### src/rtl/trigger_seq_writer.sv
// Producer side of the trigger command FIFO: expands one latched acquisition
// configuration into a stream of 32-bit trigger commands, with repeat loop and abort.
module trigger_seq_writer #(
    parameter int REPS_W = 16
) (
    input  logic              clk,
    input  logic              resetn,
    input  logic              start_i,
    input  logic              abort_i,
    input  logic [28:0]       cfg_lockout_i,
    input  logic [REPS_W-1:0] cfg_n_reps_i,
    input  logic [28:0]       cfg_trigs_per_rep_i,
    input  logic [28:0]       cfg_delay_i,
    input  logic              cfg_force_i,
    output logic              cmd_word_wr_en_o,
    output logic [31:0]       cmd_word_o,
    input  logic              cmd_buf_full_i,
    output logic              busy_o,
    output logic              done_o,
    output logic              aborted_o,
    output logic [REPS_W-1:0] reps_remaining_o
);

    // state        | meaning
    // S_IDLE       | waiting for start, no writes
    // S_LOCKOUT    | emitting SET_LOCKOUT(lockout)
    // S_SYNC       | emitting SYNC_CH, first word of each repetition
    // S_TRIG       | emitting FORCE_TRIG or EXPECT_EXT_TRIG(trigs_per_rep)
    // S_DELAY      | emitting DELAY(delay), skipped when delay is 0
    // S_CANCEL     | emitting CANCEL after an abort
    localparam logic [2:0] S_IDLE    = 3'd0;
    localparam logic [2:0] S_LOCKOUT = 3'd1;
    localparam logic [2:0] S_SYNC    = 3'd2;
    localparam logic [2:0] S_TRIG    = 3'd3;
    localparam logic [2:0] S_DELAY   = 3'd4;
    localparam logic [2:0] S_CANCEL  = 3'd5;

    localparam logic [2:0] T_CANCEL  = 3'd1;
    localparam logic [2:0] T_SYNC    = 3'd2;
    localparam logic [2:0] T_LOCKOUT = 3'd3;
    localparam logic [2:0] T_EXPECT  = 3'd4;
    localparam logic [2:0] T_DELAY   = 3'd5;
    localparam logic [2:0] T_FORCE   = 3'd6;

    logic [2:0]        state_q, state_d;
    logic [28:0]       lockout_q, lockout_d;
    logic [28:0]       trigs_q, trigs_d;
    logic [28:0]       delay_q, delay_d;
    logic              force_q, force_d;
    logic [REPS_W-1:0] reps_q, reps_d;
    logic              done_q, done_d;
    logic              aborted_q, aborted_d;
    logic              emit;
    logic              wr_en;
    logic              last_rep;

    assign emit     = (state_q >= S_LOCKOUT) && (state_q <= S_CANCEL);
    assign wr_en    = emit && !cmd_buf_full_i;
    assign last_rep = (reps_q == REPS_W'(1));

    always_comb begin
        cmd_word_o = 32'd0;
        case (state_q)
            S_LOCKOUT: cmd_word_o = {T_LOCKOUT, lockout_q};
            S_SYNC:    cmd_word_o = {T_SYNC, 29'd0};
            S_TRIG:    cmd_word_o = force_q ? {T_FORCE, 29'd0} : {T_EXPECT, trigs_q};
            S_DELAY:   cmd_word_o = {T_DELAY, delay_q};
            S_CANCEL:  cmd_word_o = {T_CANCEL, 29'd0};
            default:   cmd_word_o = 32'd0;
        endcase
    end

    always_comb begin
        state_d   = state_q;
        lockout_d = lockout_q;
        trigs_d   = trigs_q;
        delay_d   = delay_q;
        force_d   = force_q;
        reps_d    = reps_q;
        done_d    = 1'b0;
        aborted_d = 1'b0;
        case (state_q)
            S_IDLE: begin
                if (start_i && !abort_i) begin
                    lockout_d = cfg_lockout_i;
                    trigs_d   = cfg_trigs_per_rep_i;
                    delay_d   = cfg_delay_i;
                    force_d   = cfg_force_i;
                    reps_d    = cfg_n_reps_i;
                    state_d   = S_LOCKOUT;
                end
            end
            S_LOCKOUT: begin
                if (wr_en) begin
                    if (reps_q != '0) begin
                        state_d = S_SYNC;
                    end else begin
                        state_d = S_IDLE;
                        done_d  = 1'b1;
                    end
                end
            end
            S_SYNC: begin
                if (wr_en) state_d = S_TRIG;
            end
            S_TRIG, S_DELAY: begin
                if (wr_en) begin
                    if (state_q == S_TRIG && delay_q != '0) begin
                        state_d = S_DELAY;
                    end else begin
                        reps_d = reps_q - REPS_W'(1);
                        if (last_rep) begin
                            state_d = S_IDLE;
                            done_d  = 1'b1;
                        end else begin
                            state_d = S_SYNC;
                        end
                    end
                end
            end
            S_CANCEL: begin
                if (wr_en) begin
                    state_d   = S_IDLE;
                    aborted_d = 1'b1;
                    reps_d    = '0;
                end
            end
            default: state_d = S_IDLE;
        endcase
        // Abort overrides sequencing; a word written on this same edge still stands.
        if (abort_i && emit && state_q != S_CANCEL) begin
            state_d = S_CANCEL;
            done_d  = 1'b0;
        end
    end

    always_ff @(posedge clk) begin
        if (!resetn) begin
            state_q   <= S_IDLE;
            lockout_q <= '0;
            trigs_q   <= '0;
            delay_q   <= '0;
            force_q   <= 1'b0;
            reps_q    <= '0;
            done_q    <= 1'b0;
            aborted_q <= 1'b0;
        end else begin
            state_q   <= state_d;
            lockout_q <= lockout_d;
            trigs_q   <= trigs_d;
            delay_q   <= delay_d;
            force_q   <= force_d;
            reps_q    <= reps_d;
            done_q    <= done_d;
            aborted_q <= aborted_d;
        end
    end

    assign cmd_word_wr_en_o = wr_en;
    assign busy_o           = (state_q != S_IDLE);
    assign done_o           = done_q;
    assign aborted_o        = aborted_q;
    assign reps_remaining_o = reps_q;

endmodule

### config.mk
export PLATFORM = sky130hd
export DESIGN_NAME = trigger_seq_writer
export DESIGN_NICKNAME = d
export VERILOG_FILES = /design/src/rtl/trigger_seq_writer.sv
export SDC_FILE = /design/constraint.sdc
export NUM_CORES = 1
export LEC_CHECK = 0
export ABC_CLOCK_PERIOD_IN_PS = 3400
export BUFFER_PORTS_ARGS = -buffer_cell sky130_fd_sc_hd__buf_2
export CELL_PAD_IN_SITES_DETAIL_PLACEMENT = 1
export CELL_PAD_IN_SITES_GLOBAL_PLACEMENT = 1
export CORE_ASPECT_RATIO = 1.25
export CORE_MARGIN = 2
export CORE_UTILIZATION = 30
export DETAILED_ROUTE_END_ITERATION = 8
export GPL_TIMING_DRIVEN = 1
export PLACE_DENSITY = 0.73
export SLEW_MARGIN = 20
export SYNTH_ARGS = -nofsm -noshare
export SYNTH_HDL_FRONTEND = slang
export SYNTH_SLANG_ARGS = --single-unit
### constraint.sdc
create_clock -name clk -period 3.4 [get_ports clk]
set_input_delay 0.34 -clock clk [delete_from_list [all_inputs] [get_ports clk]]
set_output_delay 0.34 -clock clk [all_outputs]
set_load 0.05 [all_outputs]
After elaboration in Yosys (flattened, before gate mapping):

Cells that the tools add are included.

* bits in registers: 109
* output and inout port bits: 52

* add/subtract/negate cells: 1
* $lt $le $gt $ge: 2
* equal/unequal tests: 18
* muxes and demuxes: 24
* bitwise logic cells: 1
* reduce and logical (&&, ||, !) cells: 20

Operators with widths (count)
* $pmux 32 s5: 1
* $mux 16: 4
* $pmux 16 s3: 1
* $mux 31: 1
* $reduce_bool 29->1: 1
* $mux 3: 7
* $ne 3x3->1 const B: 6
* $eq 16x1->1 const B: 1
* $reduce_bool 16->1: 1
* $sub 16x1->16 const B: 1
* $pmux 3 s5: 1
* $reduce_and 5->1: 3
* $ne 2x2->1 const B: 6
* $eq 3x2->1 const B: 2
* $eq 3x3->1 const B: 2
* $logic_and 1x1->1: 6
* $mux 1: 6
* $reduce_bool 3->1: 2
* $mux 2: 2
* $reduce_and 2->1: 2
* $reduce_or 2->1: 2
* $eq 3x1->1 const B: 1
* $ge 3x1->1 const B: 1
* $le 3x3->1 const B: 1
* 4 further kinds: 5

Logic depth before layout (Yosys ltp):

Gate-level depths: netlist of run 1.

* word-level depth: 6
* gate-level depth with buffers: 8
* depth with buffers taken out: 7

Worst setup path after synthesis of run 1:

OpenSTA, ideal clock, no wires.

* path kind: register to output
* start point: reg state_q[2]
* end point: out cmd_word_o[30]
* arrival time: 2.431 ns
* required time: 3.060 ns
* slack: 0.629 ns
* stages on the path, launching flop included: 6
* path buffers: 1
* cell sequence: dfxtp_1 > clkbuf_1 > inv_1 > ha_1 > o21ai_0 > a211oi_1

* longest elaborated chain between the ends: 2
* elaborated cells on any way between the ends: 6
* those cells by class: eq/ne: 5; mux: 1

RTL lines
* from (decl): RTL line 45 `logic [2:0] state_q, state_d;`
* from (signal assigned): RTL line 148 `state_q <= state_d;`
* $eq 3x3->1 (tied with other cells): RTL line 63 `case (state_q)`
* $pmux 32 s5 (*): RTL line 63
* to (decl): RTL line 16 `output logic [31:0] cmd_word_o,`

Every way passes the cells marked *; elsewhere a longest branch is shown, timed or not.

Worst setup path in the final report of run 1:

* start point: reg state_q[1]
* end point: out cmd_word_o[21]

Same word-level chain as after synthesis.

==> flow_summary.json, run 1 <==
{
  "drc_errors": 0,
  "synth_top_area_share_pct": 42.7,
  "crit_path_end_kind": "primary output",
  "synthCells": 674,
  "cts_buffers": 9,
  "p_sw_share_pct": 46.3,
  "finalPower_mw": 5.36,
  "synth_edf_count": 0,
  "switchingPower_mw": 2.48,
  "fin_skew_ns": 0.00747,
  "comb_power_share_pct": 47.3,
  "drive_gt1_share_pct": 25.7,
  "path_class": "register to primary output",
  "ys_seq_area_share_pct": 42.7,
  "avgSynthCellArea_um2": 7.59,
  "placed_cells": 1020,
  "grt_start_max_net_pins": 84,
  "cts_resized": 0,
  "hold_end": "delay_q[17]",
  "yosysWarnings": 0,
  "status": "finished, final reports clean",
  "finalNonFillerCells": 1037,
  "gr-total-overflow": 0,
  "grt_use_total_pct": 20.1,
  "cts_hold_buf": 0,
  "detailroute.via_count": 5514,
  "synth_ff_type": "dfxtp_1",
  "worstReg2RegEnd": "reps_remaining_o[9]",
  "hold-worst-slack_ns": 0.211,
  "grt_pass1_wl_um": 28800,
  "routabilityCongestion": 0.839,
  "hpwl_um": 12900,
  "numPortBuffers": 160,
  "setup_violations": 0,
  "worst_pin_slew_ns": 0.945,
  "dieArea_um2": 18100,
  "r2r_slack_ns": 0.76,
  "fin_crit_ns": 3.16,
  "crit_path_max_fanout": 20,
  "ios": 161,
  "finalHoldViolations": 0,
  "clk_pin_slew_ns": 0.08,
  "peakVddDrop_mv": 0.241,
  "post-route-util_pct": 38.6,
  "crit_buf_inv": 3,
  "ys_ff_latch": 109,
  "synthTopCellsByArea": "dfxtp_1, nand2_1, a21oi_1",
  "final.period_utilization_pct": 93.0,
  "wl_per_cell_um": 17.6,
  "synth_cell_types": 56,
  "worstPathArrival_ns": 2.82,
  "cp_cell_sequence": "inv_1 -> ha_1 -> and3_1 -> a222oi_1 -> inv_1 -> buf_2",
  "crit_family": "simple AND/OR/NAND/NOR gates",
  "drt_iter0_drc": 472,
  "path_common_cell": "inv_1",
  "rr_worst_depth": 6,
  "p_int_mw": 2.88,
  "maxCapViolCount": 0,
  "cts.sink_count": 109,
  "avgViaCountPerCell": 5.32,
  "fmax_ghz": 0.316,
  "root_buffer": "clkbuf_16",
  "first_global_vias": 5453,
  "fillerInstances": 2100,
  "power_density_nw_per_um2": 828,
  "crit_slowest_cell": "and3_1",
  "wl_um": 18300,
  "pwr-share-clk_pct": 21.2,
  "rows": 53,
  "leakage_nw": 2.79,
  "start_kind": "register",
  "area_growth_pct": 26.6,
  "reg2reg_from": "state_q[1]",
  "drtAntennaViolNets": 0,
  "antenna_found_initial": 1,
  "h-tree-depth": 3,
  "layout.nets": 926,
  "setup-tns-final_ns": 0,
  "syn_area_um2": 5110,
  "p_seq_share_pct": 31.5,
  "yosys.area.top_type": "dfxtp_1",
  "syn-num-nets": 789,
  "start_util_pct": 30.5,
  "hp-start": "cfg_delay_i[17]",
  "hp-class": "input port to register",
  "cts_tree": "yes",
  "slew_violations": 0,
  "clock_path_buffers": 2,
  "fp.dieH_um": 150,
  "synthArstFlopShare_pct": 0,
  "clock_latency_ns": 0.36,
  "cts_setup_buffers": 0,
  "holdPathStages": 3,
  "core_area_um2": 16800,
  "fp.dieW_um": 121,
  "firstDrtPassIters": 6,
  "slew_headroom_pct": 37.0,
  "cpPeakStageDelay_ns": 0.79,
  "required_ns": 3.06
}
[metrics by stage]
stage,setup slack [ns],cell area [µm²]
after floorplan,0.629,5110
after global placement,0.704,6150
after detailed placement,0.557,6150
after CTS,0.168,6470
after global routing,-0.000453,6470
final,0.239,6470
[synth_stat cells, drive strengths merged (3+ instances only)]
master   number
nand2       191
dfxtp       109
a21oi       102
clkbuf       40
nor2         30
a222oi       29
inv          29
o21ai        15
o31ai        13
nand3        12
buf          10
nor4          9
ha            6
nand4         6
nor3          5
o2bb2ai       4
o311a         4
a31oi         3
a32o          3
nand2b        3
o211ai        3
o21a          3
o22ai         3
or3           3
or4           3
[power by group through the flow]
stage	sequential [mW]	clock [mW]	combinational, mW
after global placement	1.71	0	2.51
after CTS	1.69	1.16	2.54
after floorplan	1.83	0	1.63
after global routing	1.72	1.21	2.76
final	1.69	1.14	2.54
after detailed placement	1.71	0	2.54
[layout by cell type (no fill, tap or decap), types with 7 or more instances in the layout]
cell type / count
nand2_1: 191
buf_2: 160
dfxtp_1: 109
a21oi_1: 102
nor2_1: 30
a222oi_1: 29
inv_1: 28
buf_4: 15
o31ai_1: 13
nand3_1: 11
clkbuf_16: 9
nor4_1: 7
o21ai_1: 7
[how the worst max path moves through the flow]
stage	slack (ns)	from	cells past startpoint	end
2_1_floorplan	0.63	state_q[2]	5	cmd_word_o[30]
3_3_place_gp	0.70	state_q[1]	6	cmd_word_o[8]
3_5_place_dp	0.56	state_q[1]	6	cmd_word_o[21]
4_1_cts	0.17	state_q[1]	6	cmd_word_o[21]
5_1_grt	-0.0005	state_q[1]	6	cmd_word_o[21]
6_report	0.24	state_q[1]	6	cmd_word_o[21]
[routing by layer]
layer	global-route usage, %	vias to the layer above	wire, µm
li1	-	2662	-
met1	25.6	2669	8070
met2	34.1	163	8820
met3	3.66	20	1040
met4	6.69	0	324
met5	0	-	0
[cell type report]
class	count	area [µm²]	area share, %
inverter	30	113	1.74
timing repair buffer	176	933	14.4
clock buffer	11	253	3.90
clock inverter	5	66.3	1.02
multi-input combinational	485	2650	40.9
antenna	1	2.50	0.0387
tap	220	275	4.25
sequential	109	2180	33.7
[state kept, by name (all words and copies together), names as in the netlist]
register,flops
delay_q,29
lockout_q,29
trigs_q,29
reps_remaining_o,16
state_q,3
aborted_o,1
done_o,1
force_q,1
[cell families after synthesis]
family,after synthesis,share of synthesized area [%]
AO/OA/AOI/OAI,201,26.0
XOR/XNOR,2,0.343
adder cells (fa/ha/maj),6,1.47
buffers and inverters,80,6.07
flip-flops,109,42.7
AND/OR/NAND/NOR,276,23.4
[tightest hold or removal path, delay by kind of cell]
kind / cells / cell delay, ns
buffers and inverters: 1 / 0.09
AOI/OAI and AO/OA: 1 / 0.05
and+or+nand+nor: 1 / 0.04
(Power assumes the default switching activity.)
==> run 2, diff against run 1 <==
BUFFER_PORTS_ARGS = not set   (was -buffer_cell sky130_fd_sc_hd__buf_2)
CORE_UTILIZATION = 45   (was 30)
DONT_BUFFER_PORTS = 1   (was not set)
PLACE_DENSITY = 0.84   (was 0.73)
==> run 2 against run 1 <==
Compared with the run above: first-iteration DRC count down 19%; global-route usage up 8.7 points; clock skew up 0.00052 ns; wire length down 2.7%; utilization up 16 points; via count down 5.4%; non-clock buffer count down 136; final cell count down 21%; sequential cell count unchanged.
==> flow_summary.json, run 2 (same netlist as run 1, synthesis figures left out) <==
{
  "status": "finished, final reports clean",
  "p_sw_share_pct": 46.7,
  "finalPower_mw": 5.30,
  "drive_gt1_share_pct": 11.2,
  "rows": 43,
  "rsz0062_at_grt": "false",
  "reg_top3": "delay_q: 29 flops, lockout_q: 29 flops, trigs_q: 29 flops",
  "p_int_mw": 2.83,
  "switchingPower_mw": 2.47,
  "use_met1_pct": 33.3,
  "reg2reg_from": "state_q[1]",
  "pwr-share-clk_pct": 21.3,
  "hold_end": "reps_remaining_o[15]",
  "final_common_cell": "nand2_1",
  "detailroute.via_count": 5216,
  "seq_area_um2": 2180,
  "met2_usage_pct": 51.8,
  "drc_errors": 0,
  "h-tree-depth": 3,
  "setup-tns-final_ns": 0,
  "cp-startpoint": "state_q[1]",
  "worstPathArrival_ns": 2.82,
  "final.period_utilization_pct": 93.1,
  "slew_headroom_pct": 27.6,
  "finalNonFillerCells": 815,
  "fin_skew_ns": 0.00799,
  "antenna_cells": 0,
  "fin_crit_ns": 3.16,
  "crit_path_end_kind": "primary output",
  "placed_cells": 799,
  "hpwl_um": 12400,
  "antenna_found_initial": 0,
  "crit_buf_inv": 3,
  "finalInstanceArea_um2": 6000,
  "area_growth_pct": 17.3,
  "holdPathStages": 1,
  "hold-worst-slack_ns": 0.107,
  "root_buffer": "clkbuf_16",
  "comb_power_share_pct": 42.3,
  "clk_pin_slew_ns": 0.07,
  "hp-start": "resetn",
  "crit_family": "flip-flops",
  "avgViaCountPerCell": 6.40,
  "fillerInstances": 1354,
  "clock_path_buffers": 2,
  "cts_hold_buf": 0,
  "grt_start_max_net_pins": 89,
  "fmax_ghz": 0.316,
  "p_seq_share_pct": 36.4,
  "setup_violations": 0,
  "firstDrtPassIters": 6,
  "multi_input_area_um2": 2650,
  "cp_cell_sequence": "inv_1 -> ha_1 -> and3_2 -> a222oi_1 -> inv_1 -> buf_12",
  "numPortBuffers": 0,
  "leakage_nw": 2.27,
  "slew_violations": 0,
  "ios": 161,
  "rr_worst_depth": 6,
  "routabilityCongestion": 0.926,
  "crit_path_max_fanout": 20,
  "path_class": "register to primary output",
  "layout.nets": 790,
  "cts_buffers": 9,
  "cts.sink_count": 109,
  "start_util_pct": 46.1,
  "peakVddDrop_mv": 0.351,
  "worst_pin_slew_ns": 1.06,
  "wl_um": 17800,
  "cpPeakStageDelay_ns": 0.67,
  "start_kind": "register",
  "required_ns": 3.06,
  "drt_iter0_drc": 381,
  "hp-class": "input port to register",
  "cts_tree": "yes",
  "grt_pass1_wl_um": 28000,
  "finalHoldViolations": 0,
  "power_density_nw_per_um2": 884,
  "drtAntennaViolNets": 0,
  "use_met3_pct": 4.80,
  "gr-total-overflow": 0,
  "wl_per_cell_um": 21.8,
  "path_common_cell": "inv_1",
  "r2r_slack_ns": 0.42,
  "grt.busiest_layer": "met2",
  "setup_slack_ns": 0.235,
  "fp.dieH_um": 123,
  "first_global_vias": 5517,
  "final_cell_mix": "nand2_1, dfxtp_1, a21oi_1",
  "place_area_um2": 5680,
  "clock_latency_ns": 0.35,
  "core_area_um2": 11100,
  "fp.dieW_um": 99.3,
  "maxCapViolCount": 0,
  "pre_cts_slack_ns": 0.451,
  "grt_use_total_pct": 28.8,
  "crit_slowest_cell": "dfxtp_1",
  "worstReg2RegEnd": "reps_remaining_o[9]",
  "post-route-util_pct": 54.1,
  "dieArea_um2": 12200
}
==> run 2: routing by layer <==
| metal | wire, µm | part of all wire [%] |
|---|---|---|
| met1 | 6800 | 38 |
| met2 | 9290 | 52 |
| met3 | 1090 | 6.1 |
| met4 | 575 | 3.2 |
| met5 | 0 | 0 |
==> run 2: worst max path at each step <==
stage	cells past startpoint	to	slack (ns)
floorplan	5	cmd_word_o[30]	0.63
global placement	6	cmd_word_o[24]	0.61
detailed placement	6	cmd_word_o[0]	0.45
CTS	6	cmd_word_o[0]	0.009
global route	6	cmd_word_o[22]	0.12
finish	6	cmd_word_o[0]	0.24
==> run 2: what timing repair did <==
action,in CTS,in global routing
setup buffers,0,0
endpoints found under the setup margin,0,20
gates resized for setup,0,2
==> run 2: layout make-up <==
type	instances	area share, %
Multi-Input combinational cell	485	44.2
Sequential cell	109	36.4
Timing Repair Buffer	40	9.39
Clock buffer	11	4.21
Tap cell	135	2.82
Inverter	30	1.88
Clock inverter	5	1.11
==> run 2: worst register-to-register path, stage by stage (launching register included) <==
cell and delay, ns:
dfxtp_1 0.67, inv_1 0.29, ha_1 0.33, or3_1 0.48, o21a_1 0.40, nor2_1 0.51
a31o_2 0.24
==> run 2: power by group through the flow <==
stage	Sequential, mW	Clock (mW)	Combinational [mW]
2_1_floorplan	1.83	0	1.63
3_3_place_gp	1.93	0	2.10
3_5_place_dp	1.95	0	2.21
4_1_cts	1.93	1.14	2.23
5_1_grt	1.96	1.19	2.43
6_report	1.93	1.13	2.24
